<file path="src/rtl/serial_word_assembler.sv">
// Serial-to-parallel word assembler with a one-entry valid/ready output buffer.
// Words completed while the buffer is held full are dropped and flagged by a sticky overflow.
module serial_word_assembler #(
    parameter int WIDTH     = 8,
    parameter bit MSB_FIRST = 1'b1
) (
    input  logic                     clk,
    input  logic                     rst,
    input  logic                     din,
    input  logic                     din_en,
    output logic [WIDTH-1:0]         dout,
    output logic                     dout_valid,
    input  logic                     dout_ready,
    output logic [$clog2(WIDTH)-1:0] bit_cnt,
    output logic                     overflow,
    input  logic                     clr_ovf
);

    localparam int CW = $clog2(WIDTH);
    localparam logic [CW-1:0] LAST_CNT = CW'(WIDTH - 1);
    localparam logic [CW-1:0] ONE_CNT  = CW'(1);

    typedef enum logic [0:0] {
        EMPTY = 1'b0,
        FULL  = 1'b1
    } buf_state_t;

    buf_state_t        state_r;
    logic [WIDTH-1:0]  shift_r;
    logic [CW-1:0]     bit_cnt_r;
    logic [WIDTH-1:0]  dout_r;
    logic              dout_valid_r;
    logic              overflow_r;

    logic [WIDTH-1:0]  shifted_s;
    logic              word_done_s;
    logic              handshake_s;

    // Shift register contents after absorbing the current din bit.
    always_comb begin
        shifted_s = {WIDTH{1'b0}};
        if (MSB_FIRST) begin
            shifted_s = {shift_r[WIDTH-2:0], din};
        end else begin
            shifted_s = {din, shift_r[WIDTH-1:1]};
        end
    end

    assign word_done_s = din_en && (bit_cnt_r == LAST_CNT);
    assign handshake_s = dout_valid_r && dout_ready;

    // Bit collection: shift on each enabled cycle, restart cleanly at word boundary.
    always_ff @(posedge clk or posedge rst) begin
        if (rst) begin
            shift_r   <= {WIDTH{1'b0}};
            bit_cnt_r <= {CW{1'b0}};
        end else if (din_en) begin
            if (word_done_s) begin
                shift_r   <= {WIDTH{1'b0}};
                bit_cnt_r <= {CW{1'b0}};
            end else begin
                shift_r   <= shifted_s;
                bit_cnt_r <= bit_cnt_r + ONE_CNT;
            end
        end else begin
            shift_r   <= shift_r;
            bit_cnt_r <= bit_cnt_r;
        end
    end

    // Output buffer FSM with registered dout, dout_valid and sticky overflow.
    always_ff @(posedge clk or posedge rst) begin
        if (rst) begin
            state_r      <= EMPTY;
            dout_r       <= {WIDTH{1'b0}};
            dout_valid_r <= 1'b0;
            overflow_r   <= 1'b0;
        end else begin
            // The clear is scheduled first so a same-cycle drop below overrides it.
            if (clr_ovf) begin
                overflow_r <= 1'b0;
            end else begin
                overflow_r <= overflow_r;
            end
            case (state_r)
                EMPTY: begin
                    if (word_done_s) begin
                        dout_r       <= shifted_s;
                        dout_valid_r <= 1'b1;
                        state_r      <= FULL;
                    end else begin
                        dout_valid_r <= 1'b0;
                        state_r      <= EMPTY;
                    end
                end
                FULL: begin
                    if (word_done_s) begin
                        if (handshake_s) begin
                            dout_r <= shifted_s;
                        end else begin
                            overflow_r <= 1'b1;
                        end
                        dout_valid_r <= 1'b1;
                        state_r      <= FULL;
                    end else if (handshake_s) begin
                        dout_valid_r <= 1'b0;
                        state_r      <= EMPTY;
                    end else begin
                        dout_valid_r <= 1'b1;
                        state_r      <= FULL;
                    end
                end
                default: begin
                    dout_valid_r <= 1'b0;
                    state_r      <= EMPTY;
                end
            endcase
        end
    end

    assign dout       = dout_r;
    assign dout_valid = dout_valid_r;
    assign bit_cnt    = bit_cnt_r;
    assign overflow   = overflow_r;

endmodule

</file>
<file path="config.mk">
export PLATFORM = sky130hd
export DESIGN_NAME = serial_word_assembler
export DESIGN_NICKNAME = d
export VERILOG_FILES = /design/src/rtl/serial_word_assembler.sv
export SDC_FILE = /design/constraint.sdc
export NUM_CORES = 1
export LEC_CHECK = 0
export BUFFER_PORTS_ARGS = -buffer_cell sky130_fd_sc_hd__buf_2
export CELL_PAD_IN_SITES_DETAIL_PLACEMENT = 0
export CELL_PAD_IN_SITES_GLOBAL_PLACEMENT = 1
export CORE_MARGIN = 2
export CORE_UTILIZATION = 35
export CTS_BUF_LIST = sky130_fd_sc_hd__clkbuf_8
export CTS_CLUSTER_SIZE = 12
export DETAILED_ROUTE_END_ITERATION = 8
export PLACE_DENSITY = 0.74
export SLEW_MARGIN = 5
export SYNTH_ARGS = -nofsm -noshare
export SYNTH_HDL_FRONTEND = slang
export SYNTH_SLANG_ARGS = --single-unit
</file>
<file path="constraint.sdc">
create_clock -name clk -period 3 [get_ports clk]
set_input_delay 0.15 -clock clk [delete_from_list [all_inputs] [get_ports clk]]
set_output_delay 0.15 -clock clk [all_outputs]
set_load 0.01 [all_outputs]
</file>
==> Word-level counts from Yosys, hierarchy flattened <==
Cells that the tools add are included.
{ "classes": {"n_addsub": 1, "n_mul": 0, "div": 0, "n_lt_le_gt_ge": 0, "eq_ne": 4, "shift": 0, "mux": 14, "bitwise_logic": 1, "n_reduce_logical": 3} }
{ "ops": {"columns": ["operator", "n"], "rows": [
  ["8-bit two-way mux", 3],
  ["8-bit one-hot mux with 2 select lines", 1],
  ["1-bit two-way mux", 7],
  ["7-bit two-way mux", 1],
  ["2-bit by 1-bit inequality test with 1-bit output (second input constant)", 2],
  ["3-bit by 1-bit adder with 3-bit output (second input constant)", 1],
  ["3-bit equality test (second input constant)", 1],
  ["3-bit two-way mux", 1],
  ["3-bit AND reduction", 1],
  ["1-bit logical AND", 2],
  ["2-bit inequality test (second input constant)", 1],
  ["1-bit one-hot mux with 2 select lines", 1],
  ["1-bit inverter", 1]
]} }
{ "totals": {"ff_bits": 20, "latchBits": 0, "ram_bits": 0, "rom_bits": 0, "inputBits": 6, "out_inout_bits": 13, "wordCells": 28, "memories": 0} }

==> Depth between registers and ports, before layout <==
{ "logic_depth": {"ltp_word": 4, "depth_mapped": 7, "mapped_depth_nobuf": 5} }

==> Least setup slack after synthesis <==
OpenSTA, ideal clock, no wires.
{ "synth_path": {"path_kind": "register to register", "start": "register bit_cnt_r[0], in the netlist bit_cnt[0]", "end": "register dout_r[0], in the netlist dout[0]", "setup_ns": 0.125, "t_arrival_ns": 1.467, "required_ns": 2.875, "path_slack_ns": 1.408, "stages_incl_launch_ff": 8, "path_buffers": 2, "path_cell_list": "dfrtp_1 -> ha_1 -> ha_1 -> buf_6 -> nand2_4 -> nor2b_4 -> buf_12 -> mux2_4"} }
{ "synth_between": {"elab_chain_cells": 4, "elab_cells_between_ends": 5, "cone_classes": "3 x eq/ne; 2 x reduce/logical"} }
{ "synth_rtl": {"columns": ["element", "line", "text"], "rows": [
  ["start, declared", "30", "logic [CW-1:0] bit_cnt_r;"],
  ["start signal, assigned", "56", "bit_cnt_r <= {CW{1'b0}};"],
  ["start signal, assigned", "60", "bit_cnt_r <= {CW{1'b0}};"],
  ["start signal, assigned", "63", "bit_cnt_r <= bit_cnt_r + ONE_CNT;"],
  ["3-bit equality test (*)", "49", "assign word_done_s = din_en && (bit_cnt_r == LAST_CNT);"],
  ["1-bit logical AND (*)", "49", null],
  ["2-bit inequality test (no source line) / 2-bit by 1-bit inequality test with 1-bit output (equally long branches)", null, null],
  ["3-bit AND reduction (no source line) (*)", null, null],
  ["end signal, assigned", "75", "dout_r <= {WIDTH{1'b0}};"],
  ["end signal, assigned", "88", "dout_r <= shifted_s;"],
  ["end signal, assigned", "99", "dout_r <= shifted_s;"],
  ["end, declared", "31", "logic [WIDTH-1:0] dout_r;"]
]} }
Mark *: on every way between the ends. The rest lies on a longest branch, timed or not.
A chain may end at the register's enable or synchronous reset.

==> Worst setup path in the final report <==
{ "layout_path": {"start": "register bit_cnt_r[0], in the netlist bit_cnt[0]", "end": "register dout_r[7], in the netlist dout[7]"} }
The elaborated chain is that of the path after synthesis.

==> key figures <==
CTS
  – CTS H-tree lvls: 1
  – CTS tree: done
  – Clock Path Buffers: 2
  – Hold buffers post-CTS: 0
  – Setup Fix Bufs, Post-CTS: 0
  – TritonCTS buffer count: 3
  – Clock root buffer: clkbuf_8
  – # resized after CTS: 0
  – Worst-skew pair later-pin latency: 0.26 ns
  – CTS sink count: 20
  – Clk slew on worst S/H paths: 0.07 ns

GRT
  – Vias in the first global route: 463
  – Total gr overflow: 0
  – GR Util All Layers: 11.3%
  – Initial antenna violation count: 0
  – First-pass GRT wire length: 2250 um
  – Largest net degree at the start of global routing: 21

Synthesis
  – #FFs+latches synth: 20
  – Syn Nets: 76
  – Mux share of post-synthesis cell area: 16.0%
  – Gate Count Post-Synth: 68
  – Area share of and/or/nand/nor cells after synthesis: 8.92%
  – Xor/xnor share of the synthesized area: 0%
  – Post-Synth Adder-Cell Area: 2.83%
  – Synth cell types: 16
  – Syn avg cell area: 13.0 um^2
  – Post-synthesis sequential area ratio: 56.7%
  – Post-synthesis cell area: 883 um^2
  – Largest family of logic cells by synthesized area: multiplexers
  – Synth Warn #: 0
  – Post-synthesis compound-gate area fraction: 6.37%

Timing
  – F_max: 551 MHz
  – Slew Viols, Final: 0
  – Tmin final: 1.81 ns
  – Period utilisation layout: 60.5%
  – Worst slew pin tran: 0.758 ns
  – Rel. slew slack: 49.4%
  – Worst Skew: 0.00583 ns
  – Setup Viol. Count Final: 0
  – Hold Vio Cnt, Final: 0
  – RSZ-0062 raised after global routing: false
  – Final setup TNS: 0 ns

Floorplan
  – Die height: 54.2 um
  – Die Footprint: 2940 um^2
  – Ports: 19
  – Row cnt: 18
  – Core ar.: 2430 um^2
  – Die W: 54.2 um
  – Initial Util: 36.3%

Placement
  – Post-place instance area: 967 um^2
  – Gp weighted congestion: 0.698
  – Buffers on Ports: 18

Worst setup path
  – Crit path to: dout[7]$_DFFE_PP0P_
  – Crit-path max FO: 10
  – Worst Path Arrival: 1.96 ns
  – Worst Path Required: 3.15 ns
  – Crit path kind: reg -> reg
  – Crit path launch: bit_cnt[0]$_DFFE_PP0P_
  – Startpoint types: register
  – Register-to-Register Path Depth: 5
  – CP Capture Type: register
  – Reg-to-reg slack, setup: 1.19 ns
  – R2R Path Start: bit_cnt[0]$_DFFE_PP0P_
  – R2R Path End: dout[7]$_DFFE_PP0P_

Detailed routing
  – Final WL: 1430 um
  – Via Count: 519
  – Number of remaining DRC errors: 0
  – ANT nets after route: 0
  – DR iter-0 viols: 11
  – DR WL/cell: 12.3 um
  – Via density: 4.47
  – First-pass DRT Iterations: 4

Final layout
  – Util after Layout: 42.0%
  – Commonest non-fill, non-tap cells in the layout: dfrtp_1, buf_2, inv_1, nand2_1, o22ai_1
  – Antenna Cells: 0
  – Synth-to-layout area growth: 15.7%
  – Fin area: 1020 um^2
  – Layout cell share with drive strength beyond 1: 39.5%
  – Nets: 95
  – Commonest non-fill, non-tap cell in the layout: dfrtp_1

Power and ir drop
  – Max VDD drop: 0.000369 V
  – Pwr/cell area: 876 nW/um^2
  – Power, Total: 895 uW
  – Static leakage: 0.000537 uW

Run
  – Max_cap viols: 0

Run status
  – Status: complete, no violations

Hold path
  – Worst hold path class: in -> async
==> synth_stat cells <==
cell	count	area [um^2]
buf_12	1	20.0
buf_2	1	5.00
buf_4	1	7.51
buf_6	1	11.3
dfrtp_1	20	500
ha_1	2	25.0
inv_1	10	37.5
mux2_2	1	11.3
mux2_4	8	120
mux2i_1	1	10.0
nand2_1	9	33.8
nand2_4	1	11.3
nand2b_1	1	6.26
nand2b_4	1	13.8
nor2b_4	1	13.8
o22ai_1	9	56.3
==> report_power, final <==
part,total [uW],switching (uW),internal [uW]
registers,415,59.1,356
clock network,205,88.3,117
logic,275,121,154
total,895,269,626
==> worst min-delay path by stage <==
stage / end / slack [ns]
after global placement: dout[2]$_DFFE_PP0P_ / 0.31
after floorplan: bit_cnt[0]$_DFFE_PP0P_ / 0.11
final: dout[4]$_DFFE_PP0P_ / 0.01
after detailed placement: dout[3]$_DFFE_PP0P_ / 0.32
after global routing: dout[4]$_DFFE_PP0P_ / 0.08
after CTS: dout[3]$_DFFE_PP0P_ / 0.04
==> final cells by class <==
class                   instances  area [um^2]
inverters                      10         37.5
fillers                       229         1410
repair buffers                 18         90.1
flip-flops and latches         20          500
multi-input cells              34          302
clock buffers                   4         55.1
well taps                      30         37.5
==> per-stage QoR <==
stage                     cells  setup slack (ns)  hold WS (ns)
after floorplan              68              1.41         0.114
after detailed placement    112              1.18         0.324
after global routing        116              1.07        0.0758
final                       116              1.19        0.0105
after global placement      112              1.24         0.310
after CTS                   116              1.17        0.0361
==> state kept, by name, indices dropped and copies added (netlist names) <==
name / count
shift_r: 7
overflow: 1
dout_valid: 1
bit_cnt: 3
dout: 8
==> logic make-up after synthesis <==
| kind of cell | count (synthesis) |
|---|---|
| adders and majority gates | 2 |
| muxes | 10 |
| DFF | 20 |
| buffers and inverters | 14 |
| and+or+nand+nor | 13 |
| AOI/OAI and AO/OA | 9 |
==> metal layers <==
metal / track usage [%] / part of all wire (%) / up-vias
li1: - / - / 259
met1: 17.6 / 52 / 243
met2: 13.1 / 40 / 14
met3: 3.28 / 5.2 / 3
met4: 7.50 / 2.5 / 0
met5: 0 / 0 / -
==> worst max-delay path, cell delays in order (launching register included) <==
cell	delay (ns)
dfrtp_1	0.38
ha_1	0.17
ha_1	0.40
nand2_4	0.11
nor2b_4	0.31
mux2_4	0.33
Power figures use the tool's default switching activity.
